==> src/rtl/tdc_spi_pkg.sv <==
`default_nettype none
// ============================================================================
// Module : tdc_spi_pkg
// Brief  : Shared opcodes, address map, widths and FSM encoding for the
//          TDC SPI read-port responder.
// Rev    : 1.0
// ============================================================================
package tdc_spi_pkg;

    localparam int WORD_W = 24;
    localparam int CMD_W  = 8;

    localparam logic [CMD_W-1:0] READ1_INST  = 8'h90;
    localparam logic [CMD_W-1:0] READ2_INST  = 8'h9B;
    localparam logic [3:0]       READ_NIBBLE = 4'b1001;

    localparam logic [3:0] ADDR_RES0 = 4'h0;
    localparam logic [3:0] ADDR_RES1 = 4'h1;
    localparam logic [3:0] ADDR_RES2 = 4'h2;
    localparam logic [3:0] ADDR_CAL1 = 4'hB;
    localparam logic [3:0] ADDR_CAL2 = 4'hC;

    typedef enum logic [1:0] {
        ST_IDLE   = 2'd0,
        ST_CMD    = 2'd1,
        ST_DATA   = 2'd2,
        ST_IGNORE = 2'd3
    } state_t;

    function automatic logic is_read(input logic [CMD_W-1:0] op);
        return op[CMD_W-1:CMD_W-4] == READ_NIBBLE;
    endfunction

endpackage
`default_nettype wire

==> src/rtl/tdc_spi_sync.sv <==
`default_nettype none
// ============================================================================
// Module : tdc_spi_sync
// Brief  : Two-flop synchronizer plus one edge-detect flop for an async pin.
// Rev    : 1.0
// ============================================================================
module tdc_spi_sync (
    input  logic clk,
    input  logic rst,
    input  logic async_in,
    output logic rise,
    output logic fall
);

    // Resets to 0 so a pin already low at reset release produces no fall.
    logic [2:0] r_sh;

    always_ff @(posedge clk) begin
        if (rst) begin
            r_sh <= '0;
        end else begin
            r_sh <= {r_sh[1:0], async_in};
        end
    end

    assign rise =  r_sh[1] & ~r_sh[2];
    assign fall = ~r_sh[1] &  r_sh[2];

endmodule
`default_nettype wire

==> src/rtl/tdc_spi_resp.sv <==
`default_nettype none
// ============================================================================
// Module : tdc_spi_resp
// Brief  : Oversampling SPI responder emulating the TDC read port; 8-bit read
//          opcode then auto-incrementing 24-bit words MSB first on dout.
//          Optional macro TDC_SPI_RESP_SNAPSHOT_EN: read from a shadow bank
//          captured at the csb falling edge.
// Rev    : 1.0
// ============================================================================
module tdc_spi_resp
    import tdc_spi_pkg::*;
#(
    parameter int SCLK_MIN_HALF = 4
) (
    input  logic              clk,
    input  logic              rst,
    input  logic              csb,
    input  logic              sclk,
    input  logic              din,
    output logic              dout,
    input  logic              reg_we,
    input  logic [3:0]        reg_addr,
    input  logic [WORD_W-1:0] reg_wdata,
    output logic              busy,
    output logic              cmd_strobe,
    output logic [CMD_W-1:0]  cmd_code,
    output logic              word_done,
    output logic              bad_cmd
);

    logic w_csb_rise, w_csb_fall, w_sclk_rise, w_sclk_fall;
    logic r_din_meta, r_din_sync;

    tdc_spi_sync u_sync_csb (
        .clk      (clk),
        .rst      (rst),
        .async_in (csb),
        .rise     (w_csb_rise),
        .fall     (w_csb_fall)
    );

    tdc_spi_sync u_sync_sclk (
        .clk      (clk),
        .rst      (rst),
        .async_in (sclk),
        .rise     (w_sclk_rise),
        .fall     (w_sclk_fall)
    );

    always_ff @(posedge clk) begin
        if (rst) begin
            r_din_meta <= 1'b0;
            r_din_sync <= 1'b0;
        end else begin
            r_din_meta <= din;
            r_din_sync <= r_din_meta;
        end
    end

    logic [WORD_W-1:0] r_res0, r_res1, r_res2, r_cal1, r_cal2;

    always_ff @(posedge clk) begin
        if (rst) begin
            r_res0 <= '0;
            r_res1 <= '0;
            r_res2 <= '0;
            r_cal1 <= '0;
            r_cal2 <= '0;
        end else if (reg_we) begin
            case (reg_addr)
                ADDR_RES0: r_res0 <= reg_wdata;
                ADDR_RES1: r_res1 <= reg_wdata;
                ADDR_RES2: r_res2 <= reg_wdata;
                ADDR_CAL1: r_cal1 <= reg_wdata;
                ADDR_CAL2: r_cal2 <= reg_wdata;
                default:   ;
            endcase
        end
    end

    // Register values with a same-cycle write already merged in.
    logic [WORD_W-1:0] w_res0_b, w_res1_b, w_res2_b, w_cal1_b, w_cal2_b;
    assign w_res0_b = (reg_we && reg_addr == ADDR_RES0) ? reg_wdata : r_res0;
    assign w_res1_b = (reg_we && reg_addr == ADDR_RES1) ? reg_wdata : r_res1;
    assign w_res2_b = (reg_we && reg_addr == ADDR_RES2) ? reg_wdata : r_res2;
    assign w_cal1_b = (reg_we && reg_addr == ADDR_CAL1) ? reg_wdata : r_cal1;
    assign w_cal2_b = (reg_we && reg_addr == ADDR_CAL2) ? reg_wdata : r_cal2;

    state_t            r_state, w_state_n;
    logic [4:0]        r_bit_cnt, w_bit_cnt_n;
    logic [CMD_W-2:0]  r_cmd, w_cmd_n;
    logic [WORD_W-1:0] r_shift, w_shift_n;
    logic [3:0]        r_addr, w_addr_n;
    logic              r_dout, w_dout_n;
    logic [CMD_W-1:0]  r_cmd_code, w_cmd_code_n;
    logic              r_strobe, w_strobe_n;
    logic              r_done, w_done_n;
    logic              r_bad, w_bad_n;

    logic [CMD_W-1:0]  w_opcode;
    logic [3:0]        w_load_addr;
    logic [WORD_W-1:0] w_load_word;
    logic [WORD_W-1:0] w_src0, w_src1, w_src2, w_src3, w_src4;

    assign w_opcode = {r_cmd, r_din_sync};

    // First word comes from the opcode's address; later words from addr+1.
    assign w_load_addr = (r_state == ST_CMD) ? w_opcode[3:0] : r_addr + 4'd1;

`ifdef TDC_SPI_RESP_SNAPSHOT_EN
    logic [WORD_W-1:0] r_sh_res0, r_sh_res1, r_sh_res2, r_sh_cal1, r_sh_cal2;
    logic              w_snap;

    assign w_snap = (r_state == ST_IDLE) && w_csb_fall;

    always_ff @(posedge clk) begin
        if (rst) begin
            r_sh_res0 <= '0;
            r_sh_res1 <= '0;
            r_sh_res2 <= '0;
            r_sh_cal1 <= '0;
            r_sh_cal2 <= '0;
        end else if (w_snap) begin
            r_sh_res0 <= w_res0_b;
            r_sh_res1 <= w_res1_b;
            r_sh_res2 <= w_res2_b;
            r_sh_cal1 <= w_cal1_b;
            r_sh_cal2 <= w_cal2_b;
        end
    end

    assign w_src0 = r_sh_res0;
    assign w_src1 = r_sh_res1;
    assign w_src2 = r_sh_res2;
    assign w_src3 = r_sh_cal1;
    assign w_src4 = r_sh_cal2;
`else
    assign w_src0 = w_res0_b;
    assign w_src1 = w_res1_b;
    assign w_src2 = w_res2_b;
    assign w_src3 = w_cal1_b;
    assign w_src4 = w_cal2_b;
`endif

    always_comb begin
        w_load_word = '0;
        case (w_load_addr)
            ADDR_RES0: w_load_word = w_src0;
            ADDR_RES1: w_load_word = w_src1;
            ADDR_RES2: w_load_word = w_src2;
            ADDR_CAL1: w_load_word = w_src3;
            ADDR_CAL2: w_load_word = w_src4;
            default:   w_load_word = '0;
        endcase
    end

    always_ff @(posedge clk) begin
        if (rst) begin
            r_state    <= ST_IDLE;
            r_bit_cnt  <= '0;
            r_cmd      <= '0;
            r_shift    <= '0;
            r_addr     <= '0;
            r_dout     <= 1'b0;
            r_cmd_code <= '0;
            r_strobe   <= 1'b0;
            r_done     <= 1'b0;
            r_bad      <= 1'b0;
        end else begin
            r_state    <= w_state_n;
            r_bit_cnt  <= w_bit_cnt_n;
            r_cmd      <= w_cmd_n;
            r_shift    <= w_shift_n;
            r_addr     <= w_addr_n;
            r_dout     <= w_dout_n;
            r_cmd_code <= w_cmd_code_n;
            r_strobe   <= w_strobe_n;
            r_done     <= w_done_n;
            r_bad      <= w_bad_n;
        end
    end

    always_comb begin
        w_state_n    = r_state;
        w_bit_cnt_n  = r_bit_cnt;
        w_cmd_n      = r_cmd;
        w_shift_n    = r_shift;
        w_addr_n     = r_addr;
        w_dout_n     = r_dout;
        w_cmd_code_n = r_cmd_code;
        w_strobe_n   = 1'b0;
        w_done_n     = 1'b0;
        w_bad_n      = 1'b0;

        // csb release wins over everything: abandon the shift silently.
        if (w_csb_rise) begin
            w_state_n = ST_IDLE;
            w_dout_n  = 1'b0;
        end else begin
            case (r_state)
                ST_IDLE: begin
                    if (w_csb_fall) begin
                        w_state_n   = ST_CMD;
                        w_bit_cnt_n = '0;
                        w_cmd_n     = '0;
                        w_dout_n    = 1'b0;
                    end
                end
                ST_CMD: begin
                    if (w_sclk_rise) begin
                        w_cmd_n     = w_opcode[CMD_W-2:0];
                        w_bit_cnt_n = r_bit_cnt + 5'd1;
                        if (r_bit_cnt == 5'd7) begin
                            w_bit_cnt_n = '0;
                            if (is_read(w_opcode)) begin
                                w_strobe_n   = 1'b1;
                                w_cmd_code_n = w_opcode;
                                w_addr_n     = w_opcode[3:0];
                                w_shift_n    = w_load_word;
                                w_state_n    = ST_DATA;
                            end else begin
                                w_bad_n   = 1'b1;
                                w_state_n = ST_IGNORE;
                            end
                        end
                    end
                end
                ST_DATA: begin
                    if (w_sclk_fall) begin
                        w_dout_n  = r_shift[WORD_W-1];
                        w_shift_n = {r_shift[WORD_W-2:0], 1'b0};
                    end else if (w_sclk_rise) begin
                        if (r_bit_cnt == 5'd23) begin
                            w_bit_cnt_n = '0;
                            w_done_n    = 1'b1;
                            w_addr_n    = r_addr + 4'd1;
                            w_shift_n   = w_load_word;
                        end else begin
                            w_bit_cnt_n = r_bit_cnt + 5'd1;
                        end
                    end
                end
                ST_IGNORE: begin
                    w_dout_n = 1'b0;
                end
                default: begin
                    w_state_n = ST_IDLE;
                    w_dout_n  = 1'b0;
                end
            endcase
        end
    end

    // Clocks since the last synchronized sclk edge, saturating.
    logic [7:0] r_half_cnt;

    always_ff @(posedge clk) begin
        if (rst) begin
            r_half_cnt <= '0;
        end else if (w_sclk_rise || w_sclk_fall) begin
            r_half_cnt <= '0;
        end else if (r_half_cnt != 8'hFF) begin
            r_half_cnt <= r_half_cnt + 8'd1;
        end
    end

    always_ff @(posedge clk) begin
        if (!rst && (r_state == ST_CMD || r_state == ST_DATA) &&
            (w_sclk_rise || w_sclk_fall)) begin
            assert (r_half_cnt >= 8'(SCLK_MIN_HALF - 1));
        end
    end

    assign dout       = r_dout;
    assign busy       = (r_state != ST_IDLE);
    assign cmd_strobe = r_strobe;
    assign cmd_code   = r_cmd_code;
    assign word_done  = r_done;
    assign bad_cmd    = r_bad;

endmodule
`default_nettype wire

==> config.mk <==
export PLATFORM = sky130hd
export DESIGN_NAME = tdc_spi_resp
export DESIGN_NICKNAME = d
export VERILOG_FILES = /design/src/rtl/tdc_spi_pkg.sv /design/src/rtl/tdc_spi_sync.sv /design/src/rtl/tdc_spi_resp.sv
export SDC_FILE = /design/constraint.sdc
export NUM_CORES = 1
export LEC_CHECK = 0
export BUFFER_PORTS_ARGS = -buffer_cell sky130_fd_sc_hd__buf_2
export CAP_MARGIN = 20
export CORE_MARGIN = 3
export CORE_UTILIZATION = 63
export CTS_BUF_LIST = sky130_fd_sc_hd__clkbuf_2
export DETAILED_ROUTE_END_ITERATION = 16
export PLACE_DENSITY = 0.82
export SYNTH_ARGS = -nofsm -noshare
export SYNTH_HDL_FRONTEND = slang
export SYNTH_SLANG_ARGS = --single-unit
==> constraint.sdc <==
create_clock -name clk -period 2.7 [get_ports clk]
set_input_delay 0.135 -clock clk [delete_from_list [all_inputs] [get_ports clk]]
set_output_delay 0.135 -clock clk [all_outputs]
set_load 0.01 [all_outputs]
# After elaboration in Yosys (flattened, before gate mapping)
# Cells that the tools add are included.
[word_totals] word_cells=128 reg_bits=182 out_inout_bits=13 in_bits=34
[op_classes] eq_ne=24 reduce_logical=28 bitwise=13 mux=42 addsub=2
[op_table] op="$mux 24" n=11
[op_table] op="$pmux 24 s5" n=1
[op_table] op="$pmux 24 s2" n=1
[op_table] op="$mux 5" n=6
[op_table] op="$mux 4" n=7
[op_table] op="$eq 4x4->1 const B" n=5
[op_table] op="$pmux 5 s3" n=1
[op_table] op="$mux 7" n=2
[op_table] op="$pmux 7 s2" n=1
[op_table] op="$reduce_and 2->1" n=5
[op_table] op="$reduce_or 5->1" n=2
[op_table] op="$not 1->1" n=9
[op_table] op="$eq 4x1->1 const B" n=2
[op_table] op="$eq 4x2->1 const B" n=2
[op_table] op="$logic_not 4->1" n=2
[op_table] op="$ne 2x1->1 const B" n=4
[op_table] op="$ne 2x2->1 const B" n=4
[op_table] op="$pmux 4 s2" n=1
[op_table] op="$reduce_and 4->1" n=2
[op_table] op="$reduce_and 8->1" n=1
[op_table] op="$reduce_and 7->1" n=1
[op_table] op="$mux 1" n=6
[op_table] op="$mux 2" n=3
[op_table] op="$reduce_and 6->1" n=1
[op_table] op="18 further kinds" n=29

# Longest topological paths before layout
[logic_depth] depth_word=8 mapped_depth=12 depth_no_buf=8

# By module
# A second synthesis with hierarchy kept.
[hier_totals] hier_cells=835 hier_area_um2=7721.2
[by_module_without_submodules] module="tdc_spi_resp" area_per_inst_um2=7538.5 n_inst=1 cells_per_inst=819 seq_area_each_um2=3523.4
[by_module_without_submodules] module="tdc_spi_sync" area_per_inst_um2=91.3 n_inst=2 cells_per_inst=8 seq_area_each_um2=60.1

# Worst setup path after synthesis
# Ideal clock, no wire load.
[synth_path] path_kind="flip-flop to flip-flop" start="register r_state[1]" end="register r_addr[2]" path_buffers=4 period_less_slack_ns=2.269 path_stages_with_launch=12 arrival_ns=2.141 required_time_ns=2.572 setup_slack_ns=0.431 setup_ns=0.128 path_cell_list="dfxtp_1 inv_1 ha_1 buf_2 or4b_4 a31oi_2 buf_6 buf_6 buf_6 o211ai_1 a22oi_1 nor2_1"
[synth_via] elab_chain_len=3 elab_cells_between_ends=11 classes_between="8 x eq/ne; 1 x mux; 2 x reduce/logical"
[synth_lines] element="start: declaration" line="tdc_spi_resp.sv:89" rtl="state_t r_state, w_state_n;"
[synth_lines] element="start signal: assignment" line="tdc_spi_resp.sv:170" rtl="r_state <= w_state_n;"
[synth_lines] element="$eq 2x2->1 / $eq 2x1->1 (equally long branches)" line="tdc_spi_resp.sv:200" rtl="case (r_state)"
[synth_lines] element="$ne 2x2->1 (no source line), or another cell as far along"
[synth_lines] element="$reduce_and 8->1 (no source line)"
[synth_lines] element="end signal: assignment" line="tdc_spi_resp.sv:174" rtl="r_addr <= w_addr_n;"
[synth_lines] element="end: declaration" line="tdc_spi_resp.sv:93" rtl="logic [3:0] r_addr, w_addr_n;"
# Several ways; a longest one is shown, not always the timed one.
# A chain may end at the register's enable or synchronous reset.

# Worst setup path after layout
[layout_path] start="register r_state[1]" end="register r_shift[14]"
[layout_via] elab_chain_len=8 elab_cells_between_ends=23 classes_between="11 x eq/ne; 9 x mux; 3 x reduce/logical"
[layout_lines] element="$eq 2x1->1" line="tdc_spi_resp.sv:108, tdc_spi_resp.sv:200"
[layout_lines] element="$mux 4" line="tdc_spi_resp.sv:108" rtl="assign w_load_addr = (r_state == ST_CMD) ? w_opcode[3:0] : r_addr + 4'd1;"
[layout_lines] element="$eq 4x4->1, or another cell as far along" line="tdc_spi_resp.sv:147" rtl="case (w_load_addr)"
[layout_lines] element="$pmux 24 s5" line="tdc_spi_resp.sv:147"
[layout_lines] element="$mux 24 (on tied branches)" line="tdc_spi_resp.sv:233, tdc_spi_resp.sv:215"
[layout_lines] element="$mux 24 (on tied branches)" line="tdc_spi_resp.sv:232, tdc_spi_resp.sv:213"
[layout_lines] element="$mux 24 (on tied branches)" line="tdc_spi_resp.sv:229, tdc_spi_resp.sv:210"
[layout_lines] element="$pmux 24 s2" line="tdc_spi_resp.sv:200"
[layout_lines] element="end signal: assignment" line="tdc_spi_resp.sv:173" rtl="r_shift <= w_shift_n;"
[layout_lines] element="end: declaration" line="tdc_spi_resp.sv:92" rtl="logic [WORD_W-1:0] r_shift, w_shift_n;"
# Several ways; a longest one is shown, not always the timed one. The select of a mux whose other input is x is not followed.

==> out/qor.csv <==
metric;value;unit
status;finished clean;
post_dp_cell_area;8490;um^2
worstPathCellList;inv_1 > ha_2 > or4b_4 > a31oi_4 > buf_4 > buf_4 > nor2b_1 > a31oi_1 > o2bb2ai_1;
cts_tree;done;
crit_path_start_kind;flip-flop;
ys.flop_type;dfxtp_1;
yosysTopAreaCell;dfxtp_1;
crit_path_top_delay_cell;or4b_4;
power_density;484;nW/um^2
die_x;119;um
critPathRequiredTime;3340;ps
pwr-share-clk;0.254;
drive_gt1_frac;0.182;
fill_cells;922;
insertion_delay;740;ps
grt_use_met3;0.0537;
hpwlAfterDp;11.9;mm
crit_fanout;18;
overflow;0;
final_hold_viol_count;0;
clockBufferDepth;2;
critPathMaxStageDelay;570;ps
io-pin-count;47;
synth.area.top_cells;dfxtp_1, mux2i_1, mux2_2, nor2_1, and2_1;
wirelength;18.7;mm
drc_errors;0;
wl_per_cell;17.3;um
vias;6492;
skew;25.5;ps
netlist-cell-type-count;64;
stdcell_area;9010;um^2
max_clock_freq;0.409;GHz
leakagePower;4.02;nW
grtUsageMet1;0.335;
p_comb_frac;0.115;
tns;0;ps
netlist.area_leader.share;0.452;
rsz0062_at_grt;no;
grt_pass1_wl;31.8;mm
drt_pass1_iterations;4;
postSynthAreaPerCell;9.66;um^2
gp_congestion;0.881;
slew-limit-headroom;0.506;
ys_warn_count;0;
worst_slew_pin_slew;737;ps
gr-max-usage-layer;met2;
power_frac_seq;0.631;
layout.nets;940;
grt.total_usage;0.274;
start_util;0.657;
portBuffers;46;
fp-row-count;40;
synth_cells;834;
ir_worst_vdd;0.357;mV
area_growth;11.8;%
power.total;4.36;mW
die_h;119;um
worstPathArrival;3080;ps
p_sw_frac;0.272;
synth.cell_area;8060;um^2
yosysSeqAreaShare;0.452;
synth_edf_count;0;
path_clk_slew;220;ps
setup-violations-final;0;
die_area;14200;um^2
htreeDepth;4;
syn_nets;874;
clockRootBuffer;clkbuf_2;
use_met2;0.475;
cts_made_buffers;17;
min_period_over_period;0.906;
slew_viol_final;0;
fin_crit;2440;ps
grt_antenna_before_repair;1;
worst_hold_slack;142;ps
routed_via_density;6.00;
crit_type;flip-flop to flip-flop;
cts.sinks;182;
max_cap_violations;0;
async_flop_share;0;
path_common_cell;buf_4;
core;12300;um^2
switchingPower;1.19;mW
min_path_type;input port to flip-flop;
grt_pass1_vias;6633;
drt_iter0_drc;474;
drtAntennaViolNets;0;
p_int;3.18;mW
end_kind;flip-flop;
grt_max_degree;132;
synth-seq-cells;182;
## layer usage
layer,vias to the layer above,wire (um),part of all wire
met5,-,0,0
met4,0,402,0.021
met3,31,923,0.049
met2,179,9390,0.50
met1,3155,8030,0.43
li1,3127,-,-
## path summary, 6_finish.rpt
check / from / to / cells after the start / slack (ps)
worst max-delay path: r_state[1] / r_shift[14] / 9 / 260
worst min-delay path: reg_addr[0] / r_res1[21] / 5 / 140
worst max register to register: r_state[1] / r_shift[14] / 9 / 260
worst min register to register: u_sync_sclk.r_sh[0] / u_sync_sclk.r_sh[1] / 1 / 450
## cells in the mapped netlist, types with 15 or more instances
cell type and n:
dfxtp_1 182, nor2b_1 30, a31oi_1 20, o22a_1 19, a21oi_1 15, and2_1 39, mux2_2 38, nand3_1 43
nor2_1 114, mux2i_1 87, o2bb2ai_1 19, o2111ai_1 20, clkbuf_1 41, nand2_1 28
## cell usage in the layout (no fill, tap or decap), drive strengths merged, types with 7 or more instances in the layout
| cell type | synthesis | layout |
|---|---|---|
| a22oi | 8 | 8 |
| clkinv | 1 | 10 |
| o2111ai | 20 | 20 |
| buf | 23 | 78 |
| nor2b | 30 | 30 |
| a21oi | 15 | 15 |
| o221a | 9 | 9 |
| dlygate4sd3 | 0 | 33 |
| mux2i | 87 | 87 |
| o22a | 19 | 19 |
| and2 | 40 | 40 |
| o21ai | 9 | 9 |
| o2bb2ai | 19 | 19 |
| nand2 | 29 | 29 |
| clkbuf | 41 | 22 |
| a31oi | 21 | 21 |
| nor3b | 7 | 7 |
| nand3 | 43 | 43 |
| nor2 | 114 | 114 |
| dfxtp | 182 | 182 |
| mux2 | 38 | 38 |
## sequential cells by signal, indices dropped and copies added (netlist names), 4 cells and up
| signal | cells |
|---|---|
| r_cal1 | 24 |
| r_cal2 | 24 |
| r_res0 | 24 |
| r_res1 | 24 |
| r_res2 | 24 |
| r_shift | 24 |
| cmd_code | 8 |
| r_cmd | 7 |
| r_bit_cnt | 5 |
| r_addr | 4 |
## logic make-up (layout without fill, tap and decap cells)
family          count (synthesis)  count (layout)  synth area share
simple gates                  297             297             0.188
flops                         182             182             0.452
compound gates                148             148             0.145
mux                           125             125             0.161
buf+inv                        71             150            0.0394
fa+ha+maj                       6               6           0.00932
xor+xnor                        5               5           0.00543
other cells                     0               1                 0
## cell type report
| class | count | area [um^2] | area share |
|---|---|---|---|
| Antenna cell | 1 | 2.50 | 0.000278 |
| Inverter | 7 | 26.3 | 0.00292 |
| Timing Repair Buffer | 111 | 828 | 0.0919 |
| Clock inverter | 10 | 58.8 | 0.00653 |
| Clock buffer | 22 | 110 | 0.0122 |
| Tap cell | 168 | 210 | 0.0233 |
| Sequential cell | 182 | 3640 | 0.404 |
| Multi-Input combinational cell | 581 | 4130 | 0.458 |
## per-stage QoR
step	cells	utilization	setup slack, ps
detailed placement	1014	0.692	78.2
finish	1082	0.735	255
floorplan	834	-	431
global placement	1014	0.692	174
global route	1082	0.735	31.1
CTS	1079	0.733	52.9
## worst max-delay path: cells and delay by family, from the launching register on
family	cells	cell delay [ps]
AND/OR/NAND/NOR	2	640
AO/OA/AOI/OAI	3	410
buffers and inverters	3	590
adder cells (fa/ha/maj)	1	270
flip-flops	1	450
## power groups by stage
stage	registers (mW)	logic [mW]	clock network (mW)
final	2.76	0.501	1.11
after global routing	2.76	0.548	1.26
after CTS	2.76	0.489	1.14
after detailed placement	2.81	0.454	0
after global placement	2.80	0.436	0
after floorplan	2.80	0.309	0
## what timing repair did
item	4_1_cts	5_1_grt
buffers inserted	0	2
hold endpoints to repair	171	0
gates resized for setup	0	3
hold buffers	33	0
setup endpoints to repair	0	24
Note: power is estimated with default switching activity, not from simulation.
